File: config.mk
export PLATFORM = sky130hd
export DESIGN_NAME = prescaled_counter
export DESIGN_NICKNAME = d
export VERILOG_FILES = /design/src/rtl/prescaled_counter.sv
export SDC_FILE = /design/constraint.sdc
export NUM_CORES = 1
export LEC_CHECK = 0
export ABC_AREA = 1
export BUFFER_PORTS_ARGS = -buffer_cell sky130_fd_sc_hd__buf_4
export CORE_AREA = 2 2 39 41
export DETAILED_ROUTE_END_ITERATION = 8
export DIE_AREA = 0 0 41 43
export SLEW_MARGIN = 20
export SYNTH_ARGS = -nofsm -noshare
export SYNTH_HDL_FRONTEND = slang
export SYNTH_SLANG_ARGS = --single-unit
File: constraint.sdc
create_clock -name clk -period 2.08 [get_ports clk]
set_input_delay 0.624 -clock clk [delete_from_list [all_inputs] [get_ports clk]]
set_output_delay 0.624 -clock clk [all_outputs]
set_load 0.03 [all_outputs]
File: src/rtl/prescaled_counter.sv
`default_nettype none
// ============================================================================
// Module      : prescaled_counter
// Description : Free-running up/down counter advanced once every PRESCALE
//               enabled clocks. It supports synchronous load and wrap or
//               saturate behaviour at the limits. It emits registered
//               one-cycle tick (step) and tc (limit event) strobes.
//               Optional feature macro: COUNTER_MATCH_EN adds the match_val
//               input and a registered match strobe.
// Revision    : 1.0  initial release
// ============================================================================
module prescaled_counter #(
  parameter int WIDTH    = 4,
  parameter int PRESCALE = 2,
  parameter int MODE     = 0
) (
  input  logic             clk,
  input  logic             rst,
  input  logic             en,
  input  logic             load,
  input  logic [WIDTH-1:0] load_val,
  input  logic             dir,
  output logic [WIDTH-1:0] y,
  output logic             tick,
  output logic             tc
`ifdef COUNTER_MATCH_EN
  ,
  input  logic [WIDTH-1:0] match_val,
  output logic             match
`endif
);

  // Prescaler needs at least one bit even when every clock is a step.
  localparam int PW = (PRESCALE > 1) ? $clog2(PRESCALE) : 1;

  localparam logic [PW-1:0]    c_PRE_LAST = PW'(PRESCALE - 1);
  localparam logic [PW-1:0]    c_PRE_ONE  = PW'(1);
  localparam logic [WIDTH-1:0] c_ONE      = WIDTH'(1);
  localparam logic [WIDTH-1:0] c_MAX      = {WIDTH{1'b1}};
  localparam logic [WIDTH-1:0] c_ZERO     = {WIDTH{1'b0}};

  logic [WIDTH-1:0] y_q, y_d;
  logic [PW-1:0]    pre_q, pre_d;
  logic             tick_q, tick_d;
  logic             tc_q, tc_d;
  logic             step_w;
  logic             at_limit_w;

`ifdef COUNTER_MATCH_EN
  logic             match_q, match_d;
`endif

  // Step fires on the last enabled clock of each prescale period; load wins.
  assign step_w     = en && !load && (pre_q == c_PRE_LAST);
  // Limit depends on the direction sampled at the step edge.
  assign at_limit_w = dir ? (y_q == c_MAX) : (y_q == c_ZERO);

  // Next-state logic: load > step > prescale advance > hold; strobes default low.
  always_comb begin
    y_d    = y_q;
    pre_d  = pre_q;
    tick_d = 1'b0;
    tc_d   = 1'b0;
    if (load) begin
      y_d   = load_val;
      pre_d = '0;
    end else if (en) begin
      if (step_w) begin
        pre_d  = '0;
        tick_d = 1'b1;
        if (at_limit_w) begin
          tc_d = 1'b1;
          // Saturate mode holds y; wrap mode jumps to the opposite limit.
          if (MODE == 0) begin
            y_d = dir ? c_ZERO : c_MAX;
          end
        end else begin
          y_d = dir ? (y_q + c_ONE) : (y_q - c_ONE);
        end
      end else begin
        pre_d = pre_q + c_PRE_ONE;
      end
    end
  end

`ifdef COUNTER_MATCH_EN
  // Match is only evaluated when y is (re)written by a step or a load.
  always_comb begin
    match_d = 1'b0;
    if (load || step_w) begin
      match_d = (y_d == match_val);
    end
  end
`endif

  // State and strobe registers with asynchronous clear.
  always_ff @(posedge clk or posedge rst) begin
    if (rst) begin
      y_q    <= '0;
      pre_q  <= '0;
      tick_q <= 1'b0;
      tc_q   <= 1'b0;
    end else begin
      y_q    <= y_d;
      pre_q  <= pre_d;
      tick_q <= tick_d;
      tc_q   <= tc_d;
    end
  end

`ifdef COUNTER_MATCH_EN
  // Match strobe register with asynchronous clear.
  always_ff @(posedge clk or posedge rst) begin
    if (rst) begin
      match_q <= 1'b0;
    end else begin
      match_q <= match_d;
    end
  end

  assign match = match_q;
`endif

  assign y    = y_q;
  assign tick = tick_q;
  assign tc   = tc_q;

endmodule
`default_nettype wire

==> flow_summary_export.csv <==
group,metric,value,unit
sta,timing.final.ws_setup,0.498,ns
clock_tree,path_clk_slew,0.05,ns
cells_and_area,syn2layout_area_growth,31.8,%
clock_tree,htree_levels,1,
grt,wire_length_of_the_first_global_routing_pass,1700,um
die,rows,14,
sta,timing.setup.tns,0,ns
cells_and_area,postLayoutCellArea,627,um2
clock_tree,ctsResizeCount,0,
drt,drt_iter0_drc,8,
cells_and_area,layout.nets,95,
worst_setup_path,path_class,"register to output port",
worst_setup_path,crit_arrival,0.96,ns
sta,fin_crit_sh,0.761,
sta,min_cycle_time_layout,1.58,ns
synthesis,ys_seq_elements,7,
synthesis,syn-instance-count,64,
worst_setup_path,worst_path_dominant_cell_family,"flip-flops",
power,peakVddDrop,0.361,mV
drt,postRouteWirelength,1030,um
grt,grt_pass1_vias,414,
sta,drv_slew,0,
cells_and_area,multi_input_comb_area,251,um2
placement,gpl.final_weighted_congestion,0.761,
cells_and_area,register_area,175,um2
sta,hold_ws,0.298,ns
drt,drt-vias-per-instance,4.51,
synthesis,distinct_cells_synth,18,
die,die-height,43,um
worst_setup_path,timing.critical_path.cells,"buf_4",
placement,place_ws,0.250,ns
power,internal_power,299,uW
power,power-per-cell-area,770,nW/um2
cells_and_area,fillerInstances,152,
sta,timing.slew.headroom,0.817,
cells_and_area,instances_no_fill,98,
power,pwr-share-seq,0.368,
clock_tree,max-clock-path-buffers,2,
die,core-area,1380,um2
die,initial_core_util,0.344,
sta,fmaxAchievable,632,MHz
drt,drt_drc_violations_left,0,
synthesis,yosysTopAreaCellShare,0.368,
worst_setup_path,worst_path_max_delay_cell,"dfrtp_1",
clock_tree,insertion_delay,0.25,ns
worst_setup_path,crit_path_start_kind,"register",
cells_and_area,mostFrequentLayoutCells,"nand2_1, buf_4, inv_1",
power,power.switching_fraction,0.380,
sta,fin_skew,0.00377,ns
clock_tree,cts_tree,"built",
power,p_sw,183,uW
placement,count_of_input_and_output_buffers,14,
worst_setup_path,cp_slowest_stage_delay,0.49,ns
clock_tree,numCtsBuffers,3,
placement,numPlacedInstances,94,
die,num_io_pins,15,
power,power.total,483,uW
power,comb_power_share,0.380,
drt,routed-via-count,442,
grt,globalRoute.totalOverflow,0,
status,status,"finished clean",
synthesis,post_synthesis_cell_type_with_the_largest_combined_area,"dfrtp_1",
sta,setup_violations,0,
synthesis,syn_area_per_cell,7.43,um2
cells_and_area,n_antenna_cell,0,
grt,antenna_violations_before_repair,0,
worst_setup_path,worst-path-max-fanout,7,
power,clockPowerShare,0.252,
cells_and_area,layout.core_utilization,0.453,
grt,groute.usage.overall,0.143,
grt,largest_net_degree_at_the_start_of_global_routing,8,
drt,drtPass1Iterations,4,
worst_setup_path,total_buffers_and_inverters_traversed_by_the_critical_path,1,
drt,ant_nets,0,
die,die-width,41,um
die,floorplan.die_area,1760,um2
clock_tree,holdBufCountCts,0,
synthesis,total_number_of_yosys_warnings,0,
sta,worst-slew-pin-transition,0.275,ns
placement,placed_area,601,um2
sta,rsz0062_at_grt,"no",
clock_tree,cts_root_buf,"clkbuf_4",
clock_tree,postCtsSetupRepairBufs,0,
synthesis,synthTopCellsByArea,"dfrtp_1, nand2_1, inv_1",
sta,report.final.hold_viol_count,0,
hold_path,worstHoldPathType,"primary input to asynchronous set/reset pin",
worst_setup_path,required_worst_endpoint,1.46,ns
synthesis,synth_nets,76,
synthesis,synth-seq-area-share,0.368,
job,max_cap_violations,0,
clock_tree,cts_sinks,7,
cells_and_area,post_route_cells_drive_above_1_share,0.280,
placement,place.detailed.hpwl,836,um
drt,wire_per_inst,10.5,um
synthesis,syn_area,475,um2
worst_setup_path,end_kind,"output port",
power,static-leakage-power,0.348,nW
[cells by family (layout without fill, tap and decap cells)]
group / Yosys count / in the layout / synth area share
AND/OR/NAND/NOR: 31 / 31 / 0.305
buffers and inverters: 13 / 31 / 0.103
AO/OA/AOI/OAI: 9 / 9 / 0.111
flip-flops: 7 / 7 / 0.368
adder cells (fa/ha/maj): 3 / 3 / 0.0947
XOR/XNOR: 1 / 1 / 0.0184
[routing by layer]
metal	wire length (um)	GRT usage	vias up
met2	477	0.200	12
met4	4	0.100	0
met3	58	0.0209	2
met5	0	0	-
met1	487	0.192	191
li1	-	-	237
[registers in the layout, indices dropped and copies added (netlist names)]
register and flops:
pre_q 1, tc 1, y 4, tick 1
[final timing paths]
check                      startpoint  endpoint  slack (ns)  depth (start not counted)
setup / recovery                 y[0]      y[0]        0.50                          1
hold / removal                    rst     pre_q        0.30                          2
min in group clk                pre_q     pre_q        0.52                          2
max in group asynchronous         rst      y[1]        1.57                          2
setup reg to reg                 y[2]      y[3]        0.67                          7
hold reg to reg                 pre_q     pre_q        0.52                          2
[Yosys cell counts (all sizes together)]
cell type	instances
o21ai	2
nand2	16
nor3	2
o211ai	1
dfrtp	7
nand3	3
o22ai	2
xor2	1
nor2	10
inv	13
ha	2
a31oi	2
a21oi	2
fa	1
[power groups by stage]
stage | clock (mW) | combinational [mW] | sequential (mW)
global route | 0.137 | 0.205 | 0.180
global placement | 0 | 0.183 | 0.180
CTS | 0.127 | 0.185 | 0.178
floorplan | 0 | 0.0987 | 0.204
detailed placement | 0 | 0.185 | 0.180
finish | 0.121 | 0.184 | 0.178
[cell type report]
| type | count | share of cell area |
|---|---|---|
| Timing Repair Buffer | 14 | 0.168 |
| Tap cell | 16 | 0.0319 |
| Inverter | 13 | 0.0778 |
| Sequential cell | 7 | 0.279 |
| Clock buffer | 4 | 0.0419 |
| Multi-Input combinational cell | 44 | 0.401 |
Note: power is estimated with default switching activity, not from simulation.
